### config.mk
export PLATFORM = sky130hd
export DESIGN_NAME = msdf_otf_converter_flat
export DESIGN_NICKNAME = d
export VERILOG_FILES = /design/src/rtl/msdf_pkg.sv /design/src/rtl/msdf_otf_converter_if.sv /design/src/rtl/otf_digit_append.sv /design/src/rtl/msdf_otf_converter.sv /design/src/flat_wrapper.sv
export SDC_FILE = /design/constraint.sdc
export NUM_CORES = 1
export LEC_CHECK = 0
export ABC_AREA = 0
export BUFFER_PORTS_ARGS = -buffer_cell sky130_fd_sc_hd__buf_2
export CAP_MARGIN = 40
export CORE_MARGIN = 4
export CORE_UTILIZATION = 47
export DETAILED_ROUTE_END_ITERATION = 10
export PLACE_DENSITY = 0.69
export SKIP_LAST_GASP = 1
export SLEW_MARGIN = 40
export SYNTH_ARGS = -nofsm -noshare
export SYNTH_HDL_FRONTEND = slang
export SYNTH_SLANG_ARGS = --single-unit
### constraint.sdc
create_clock -name clk -period 1.6 [get_ports clk]
set_input_delay 0.08 -clock clk [delete_from_list [all_inputs] [get_ports clk]]
set_output_delay 0.08 -clock clk [all_outputs]
set_load 0.03 [all_outputs]
### src/rtl/msdf_pkg.sv
// Shared MSDF definitions: signed-digit encoding and on-the-fly converter states.
// The multiplier datapath imports the same digit constants.
package msdf_pkg;

    localparam logic [1:0] DIGIT_POS  = 2'b10;
    localparam logic [1:0] DIGIT_NEG  = 2'b01;
    localparam logic [1:0] DIGIT_ZERO = 2'b00;

    typedef enum logic {
        IDLE = 1'b0,
        CONV = 1'b1
    } otf_state_e;

endpackage

### src/rtl/msdf_otf_converter_if.sv
// Digit stream in, converted fraction out, for the MSDF on-the-fly converter.
interface msdf_otf_converter_if #(
    parameter int N = 9
);
    logic [1:0] z_digit;
    logic       z_valid;
    logic       flush;
    logic [N:0] result;
    logic       result_valid;
    logic       busy;

    modport master (
        output z_digit, z_valid, flush,
        input  result, result_valid, busy
    );

    modport slave (
        input  z_digit, z_valid, flush,
        output result, result_valid, busy
    );
endinterface

### src/rtl/otf_digit_append.sv
// Appends one signed digit to the Q/QM pair; QM tracks Q - 1 ulp so that
// a negative digit never needs a borrow chain.
module otf_digit_append
    import msdf_pkg::*;
#(
    parameter int N = 9
) (
    input  logic [N:0] q,
    input  logic [N:0] qm,
    input  logic [1:0] digit,
    output logic [N:0] q_next,
    output logic [N:0] qm_next
);

    always_comb begin
        q_next  = {q[N-1:0], 1'b0};
        qm_next = {qm[N-1:0], 1'b1};
        unique case (digit)
            DIGIT_POS: begin
                q_next  = {q[N-1:0], 1'b1};
                qm_next = {q[N-1:0], 1'b0};
            end
            DIGIT_NEG: begin
                q_next  = {qm[N-1:0], 1'b1};
                qm_next = {qm[N-1:0], 1'b0};
            end
            default: ;  // zero and the unused 2'b11 code both append a 0 digit
        endcase
    end

endmodule

### src/rtl/msdf_otf_converter.sv
// On-the-fly conversion of an N-digit MSDF signed-digit product into an
// (N+1)-bit two's-complement fraction.
//
//   state | meaning
//   IDLE  | no digits held, Q/QM at initial values, cnt = 0
//   CONV  | 1..N-1 digits of the current product absorbed into Q/QM
module msdf_otf_converter
    import msdf_pkg::*;
#(
    parameter int N = 9
) (
    input logic                 clk,
    input logic                 rst,
    msdf_otf_converter_if.slave bus
);

    localparam int             CW       = $clog2(N + 1);
    localparam logic [CW-1:0]  LAST_CNT = CW'(N - 1);

    otf_state_e    state_q, state_d;
    logic [CW-1:0] cnt_q, cnt_d;
    logic [N:0]    q_q, q_d;
    logic [N:0]    qm_q, qm_d;
    logic [N:0]    result_q, result_d;
    logic          result_valid_q, result_valid_d;
    logic [N:0]    q_app, qm_app;

    otf_digit_append #(.N(N)) u_append (
        .q       (q_q),
        .qm      (qm_q),
        .digit   (bus.z_digit),
        .q_next  (q_app),
        .qm_next (qm_app)
    );

    always_ff @(posedge clk or negedge rst) begin
        if (!rst) begin
            state_q        <= IDLE;
            cnt_q          <= '0;
            q_q            <= '0;
            qm_q           <= '1;
            result_q       <= '0;
            result_valid_q <= 1'b0;
        end else begin
            state_q        <= state_d;
            cnt_q          <= cnt_d;
            q_q            <= q_d;
            qm_q           <= qm_d;
            result_q       <= result_d;
            result_valid_q <= result_valid_d;
        end
    end

    always_comb begin
        state_d        = state_q;
        cnt_d          = cnt_q;
        q_d            = q_q;
        qm_d           = qm_q;
        result_d       = result_q;
        result_valid_d = 1'b0;

        if (bus.flush) begin
            state_d = IDLE;
            cnt_d   = '0;
            q_d     = '0;
            qm_d    = '1;
        end else if (bus.z_valid) begin
            // cnt is 0 in IDLE, so this also covers N = 1 completing from IDLE
            if (cnt_q == LAST_CNT) begin
                result_d       = q_app;
                result_valid_d = 1'b1;
                state_d        = IDLE;
                cnt_d          = '0;
                q_d            = '0;
                qm_d           = '1;
            end else begin
                state_d = CONV;
                cnt_d   = cnt_q + 1'b1;
                q_d     = q_app;
                qm_d    = qm_app;
            end
        end
    end

    assign bus.result       = result_q;
    assign bus.result_valid = result_valid_q;
    assign bus.busy         = (state_q == CONV);

endmodule

### src/flat_wrapper.sv
// flat-port wrapper written by rule: the top's interface ports become plain ports
module msdf_otf_converter_flat import msdf_pkg::*;
#(
    parameter int N = 9
)
  (clk, rst, bus_z_digit, bus_z_valid, bus_flush, bus_result, bus_result_valid, bus_busy);
  msdf_otf_converter_if #(.N(N)) bus_i ();
  input logic clk;
  input logic rst;
  input wire logic [$bits(bus_i.z_digit)-1:0] bus_z_digit;
  input wire logic [$bits(bus_i.z_valid)-1:0] bus_z_valid;
  input wire logic [$bits(bus_i.flush)-1:0] bus_flush;
  output wire logic [$bits(bus_i.result)-1:0] bus_result;
  output wire logic [$bits(bus_i.result_valid)-1:0] bus_result_valid;
  output wire logic [$bits(bus_i.busy)-1:0] bus_busy;
  assign bus_i.z_digit = bus_z_digit;
  assign bus_i.z_valid = bus_z_valid;
  assign bus_i.flush = bus_flush;
  assign bus_result = bus_i.result;
  assign bus_result_valid = bus_i.result_valid;
  assign bus_busy = bus_i.busy;
  msdf_otf_converter #(.N(N)) u_core (.clk(clk), .rst(rst), .bus(bus_i));
endmodule
* Word level (Yosys, flattened, before mapping)
Index checks and enable logic that the tools add are counted.
Storage, ports and cells: flip-flop bits (word level) 34, bits in latches 0, bits in writable memories 0, memory bits (read-only) 0, input port bits 6, output and inout bits 12, logic and storage cells 30, memories 0
Operators by class: $add $sub $neg 1, multiply operators 0, div/mod/pow operators 0, $lt $le $gt $ge 0, equality and inequality tests 3, shifts and indexed selects 0, muxes and demuxes 17, bitwise logic cells 1, reduce and logical (&&, ||, !) cells 2
Operators by type and width (number):
- $mux W9 | 6
- $pmux W10 S2 | 1
- $pmux W9 S2 | 1
- $mux W4 | 3
- $mux W1 | 6
- $add A4 B1 Y4 const B | 1
- $eq A4 B4 Y1 const B | 1
- $reduce_and A3 Y1 | 1
- $eq A2 B1 Y1 const B | 1
- $eq A2 B2 Y1 const B | 1
- $reduce_bool A2 Y1 | 1
- $not A1 Y1 | 1

* Logic depth before layout (Yosys ltp)
depth after elaboration 5, mapped depth 6, gate-level depth less buffers 5

* Cells and area by module
Synthesis repeated with hierarchy kept, for this count alone.
Unflattened totals: cell total of the unflattened synthesis 127, area, all modules 1635.3 sq um
Modules (own cells, without submodules):
- msdf_otf_converter | instances 1, cells each 96, area an instance 1383.8 sq um, seq. area each 913.4 sq um
- otf_digit_append | instances 1, cells each 31, area an instance 251.5 sq um, seq. area each 0.0 sq um

* Worst setup path after synthesis
No wires, ideal clock.
kind reg-to-reg, start register u_core.cnt_q[0], end register u_core.result_q[1], in the netlist u_core.bus.result[1], arrival 1397 ps, path slack 78 ps, cell stages (with the launch flop) 7, buffers on the path 1, path through dfrtp_1 inv_1 ha_1 nand2_1 nor3_4 buf_6 mux2_2
On the way: cells in the longest elaborated chain, start to end 2
Ends and longest elaborated chain:
- start, declared | RTL line msdf_otf_converter.sv:21 | logic [CW-1:0] cnt_q, cnt_d;
- start signal, assigned | RTL line msdf_otf_converter.sv:46 | cnt_q <= cnt_d;
- $eq A4 B4 Y1 | RTL line msdf_otf_converter.sv:69 | if (cnt_q == LAST_CNT) begin
- $reduce_and A3 Y1 (no source line)
- end signal, assigned | RTL line msdf_otf_converter.sv:49 | result_q <= result_d;
- end, declared | RTL line msdf_otf_converter.sv:24 | logic [N:0] result_q, result_d;
Every way passes these cells. A chain may end at the register's enable or synchronous reset.

* Worst setup path after layout
start register u_core.cnt_q[1], end register u_core.result_q[1], in the netlist u_core.bus.result[1]
The elaborated chain is that of the path after synthesis.

==> metrics.yaml <==
cts_tree: "yes"
rows: 20
overflow: 0
fin_nets: 167
cts_root_buf: "clkbuf_4"
drive_gt1_frac: 0.361
status: "complete, no violations"
synth_compound_area_frac: 0.198
p_clk_frac: 0.298
start_util: 0.499
cp_num_buf_inv: 2
cts.clk_slew.worst_paths_ns: 0.10
cp-end-kind: "flip-flop"
synth_cells: 131
muxShareOfSynthArea: 0.0784
crit_required_ns: 1.82
dp_hpwl_mm: 2.05
synth.distinct_cells: 27
postRouteAntennaNets: 0
rsz0062_at_grt: "yes"
cp-start-kind: "flip-flop"
antenna_cells: 0
crit_chain: "inv_1 -> ha_1 -> nand2_2 -> nor3_4 -> buf_12 -> mux2_2"
fp.coreArea_sq_mm: 0.00310
worst_pin_slew_ns: 0.675
viasPerCell: 5.40
drv_slew: 0
port_buffers: 17
critical_path.max_fanout: 11
cts_buffers: 5
grt_pass1_wl_mm: 5.27
grt_pass1_vias: 1095
slew-limit-headroom: 0.549
min_period_ns: 1.59
antenna_found_initial: 0
clock_latency_ns: 0.33
synth_fp_nets: 141
finalWorstSetupSlack_ns: 0.00944
grt_usage: 0.165
hp-class: "in2reg"
skew_ns: 0.0103
syn_area_sq_mm: 0.00155
leakage_nw: 0.860
yosys.area_share.simple: 0.0872
p_int_mw: 1.22
synth_area_leaders: "dfrtp_1 (40%), dfstp_2 (15%), a22o_1 (9.6%)"
final_cell_mix: "dfrtp_1 (25), a22o_1 (17), buf_2 (16)"
ys_warn_count: 0
first_pass_iters: 4
hold_viol_final: 0
fin_tns_setup_ns: 0
max_stage_delay_ns: 0.41
crit_type: "reg2reg"
peakVddDrop_mv: 0.595
p_sw_mw: 0.421
crit_family: "flip-flops"
max-cap-violations: 0
pre_cts_ws_ns: 0.0151
avgSynthCellArea_sq_um: 11.8
wirelength_mm: 3.05
switching_share: 0.257
power_frac_seq: 0.572
synth_top_area_cell: "dfrtp_1"
place_congestion: 0.783
synth_top_area_frac: 0.404
setup_violations: 0
area_growth_pct: 17.4
synth_top_family_by_area: "compound AO/OA/AOI/OAI gates"
dieHeight_um: 65.4
final_common_cell: "dfrtp_1"
power_density_mw_per_mm2: 900
drc_errors: 0
drtIter0Drc: 59
cp.arrival_ns: 1.81
crit_slowest_cell: "dfrtp_1"
num_vias: 1090
dieArea_sq_mm: 0.00428
clock.fmax_mhz: 629
synth_xor_area_frac: 0.00565
wl_per_cell_um: 15.1
synthAdderAreaFrac: 0.0323
share_comb_of_total_power: 0.130
cts_max_level: 2
clock_path_buffers: 2
die_x_um: 65.4
grt_max_degree: 35
timing.final.crit_share: 0.994
cts.sinks: 34
ys_ff_latch: 34
yosysSeqAreaShare: 0.557
num_io_pins: 18
## power by group through the flow
stage	registers [mW]	clock network, mW	logic (mW)
after floorplan	0.953	0	0.126
after global placement	0.950	0	0.197
after detailed placement	0.952	0	0.206
after CTS	0.937	0.498	0.211
after global routing	0.943	0.547	0.239
final	0.937	0.488	0.213
## logic make-up after synthesis
| group | count (synthesis) |
|---|---|
| fa+ha+maj | 4 |
| buf+inv | 14 |
| simple gates | 27 |
| compound gates | 40 |
| flops | 34 |
| xor+xnor | 1 |
| mux | 11 |
## worst min-delay path: cells and delay by family
kind                   cells  cell delay [ns]
buffers and inverters      1             0.14
and+or+nand+nor            1             0.09
AOI/OAI and AO/OA          1             0.05
## per-layer routing
metal,vias to the layer above,GRT usage,wire [um]
met2,36,0.255,1530
li1,521,-,-
met1,526,0.204,1260
met3,7,0.0496,204
met4,0,0.0959,54
met5,-,0,0
## per-stage QoR
step / area (sq um) / util / power (mW) / instances / hold WS, ns
floorplan: 1550 / - / 1.08 / 131 / -0.216
global placement: 1720 / 0.553 / 1.15 / 190 / 0.177
detailed placement: 1720 / 0.554 / 1.16 / 190 / 0.182
CTS: 1800 / 0.580 / 1.65 / 200 / 0.0645
global route: 1820 / 0.586 / 1.73 / 202 / 0.0742
finish: 1820 / 0.586 / 1.64 / 202 / 0.0685
## state kept, by name, summed over array words and instances (netlist names)
| signal | count |
|---|---|
| u_core.bus.busy | 1 |
| u_core.bus.result | 10 |
| u_core.bus.result_valid | 1 |
| u_core.cnt_q | 4 |
| u_core.qm_q | 9 |
| u_core.q_q | 9 |
## area by class of cell
type	instances	area, sq um
well taps	44	55.1
flip-flops and latches	34	862
inverters	6	22.5
fillers	284	1280
multi-input cells	83	627
repair buffers	27	193
clock buffers	7	55.1
clock inverters	1	5.00
## synthesized netlist by cell type
cell type,count
dfrtp_1,25
a22o_1,17
nor2_1,10
a21oi_1,9
dfstp_2,9
mux2_2,9
a22oi_1,8
nand2_1,8
inv_1,6
clkbuf_1,5
ha_1,4
o21ai_0,3
mux2i_1,2
nor2b_1,2
or2_2,2
a31oi_4,1
buf_2,1
buf_4,1
buf_6,1
nand2b_2,1
nand3_1,1
nand4_1,1
nor3_4,1
o21bai_1,1
o22a_1,1
or2_1,1
xor2_1,1
## path summary, 6_finish.rpt
check | start | to | slack, ns | cells after the start
min in group asynchronous | rst | u_core.q_q[8] | 0.21 | 2
hold reg to reg | u_core.bus.busy | u_core.bus.busy | 0.49 | 2
setup reg to reg | u_core.cnt_q[1] | u_core.bus.result[1] | 0.009 | 6
hold / removal | bus_z_valid | u_core.cnt_q[2] | 0.07 | 3
setup / recovery | u_core.cnt_q[1] | u_core.bus.result[1] | 0.009 | 6
max in group asynchronous | rst | u_core.qm_q[0] | 1.05 | 2
## repair_timing
action,in CTS,in global routing
hold endpoints to repair,27,0
resized for setup,0,1
hold buffers,2,0
setup buffers,0,2
setup endpoints to repair,0,9
(Power assumes the default switching activity.)
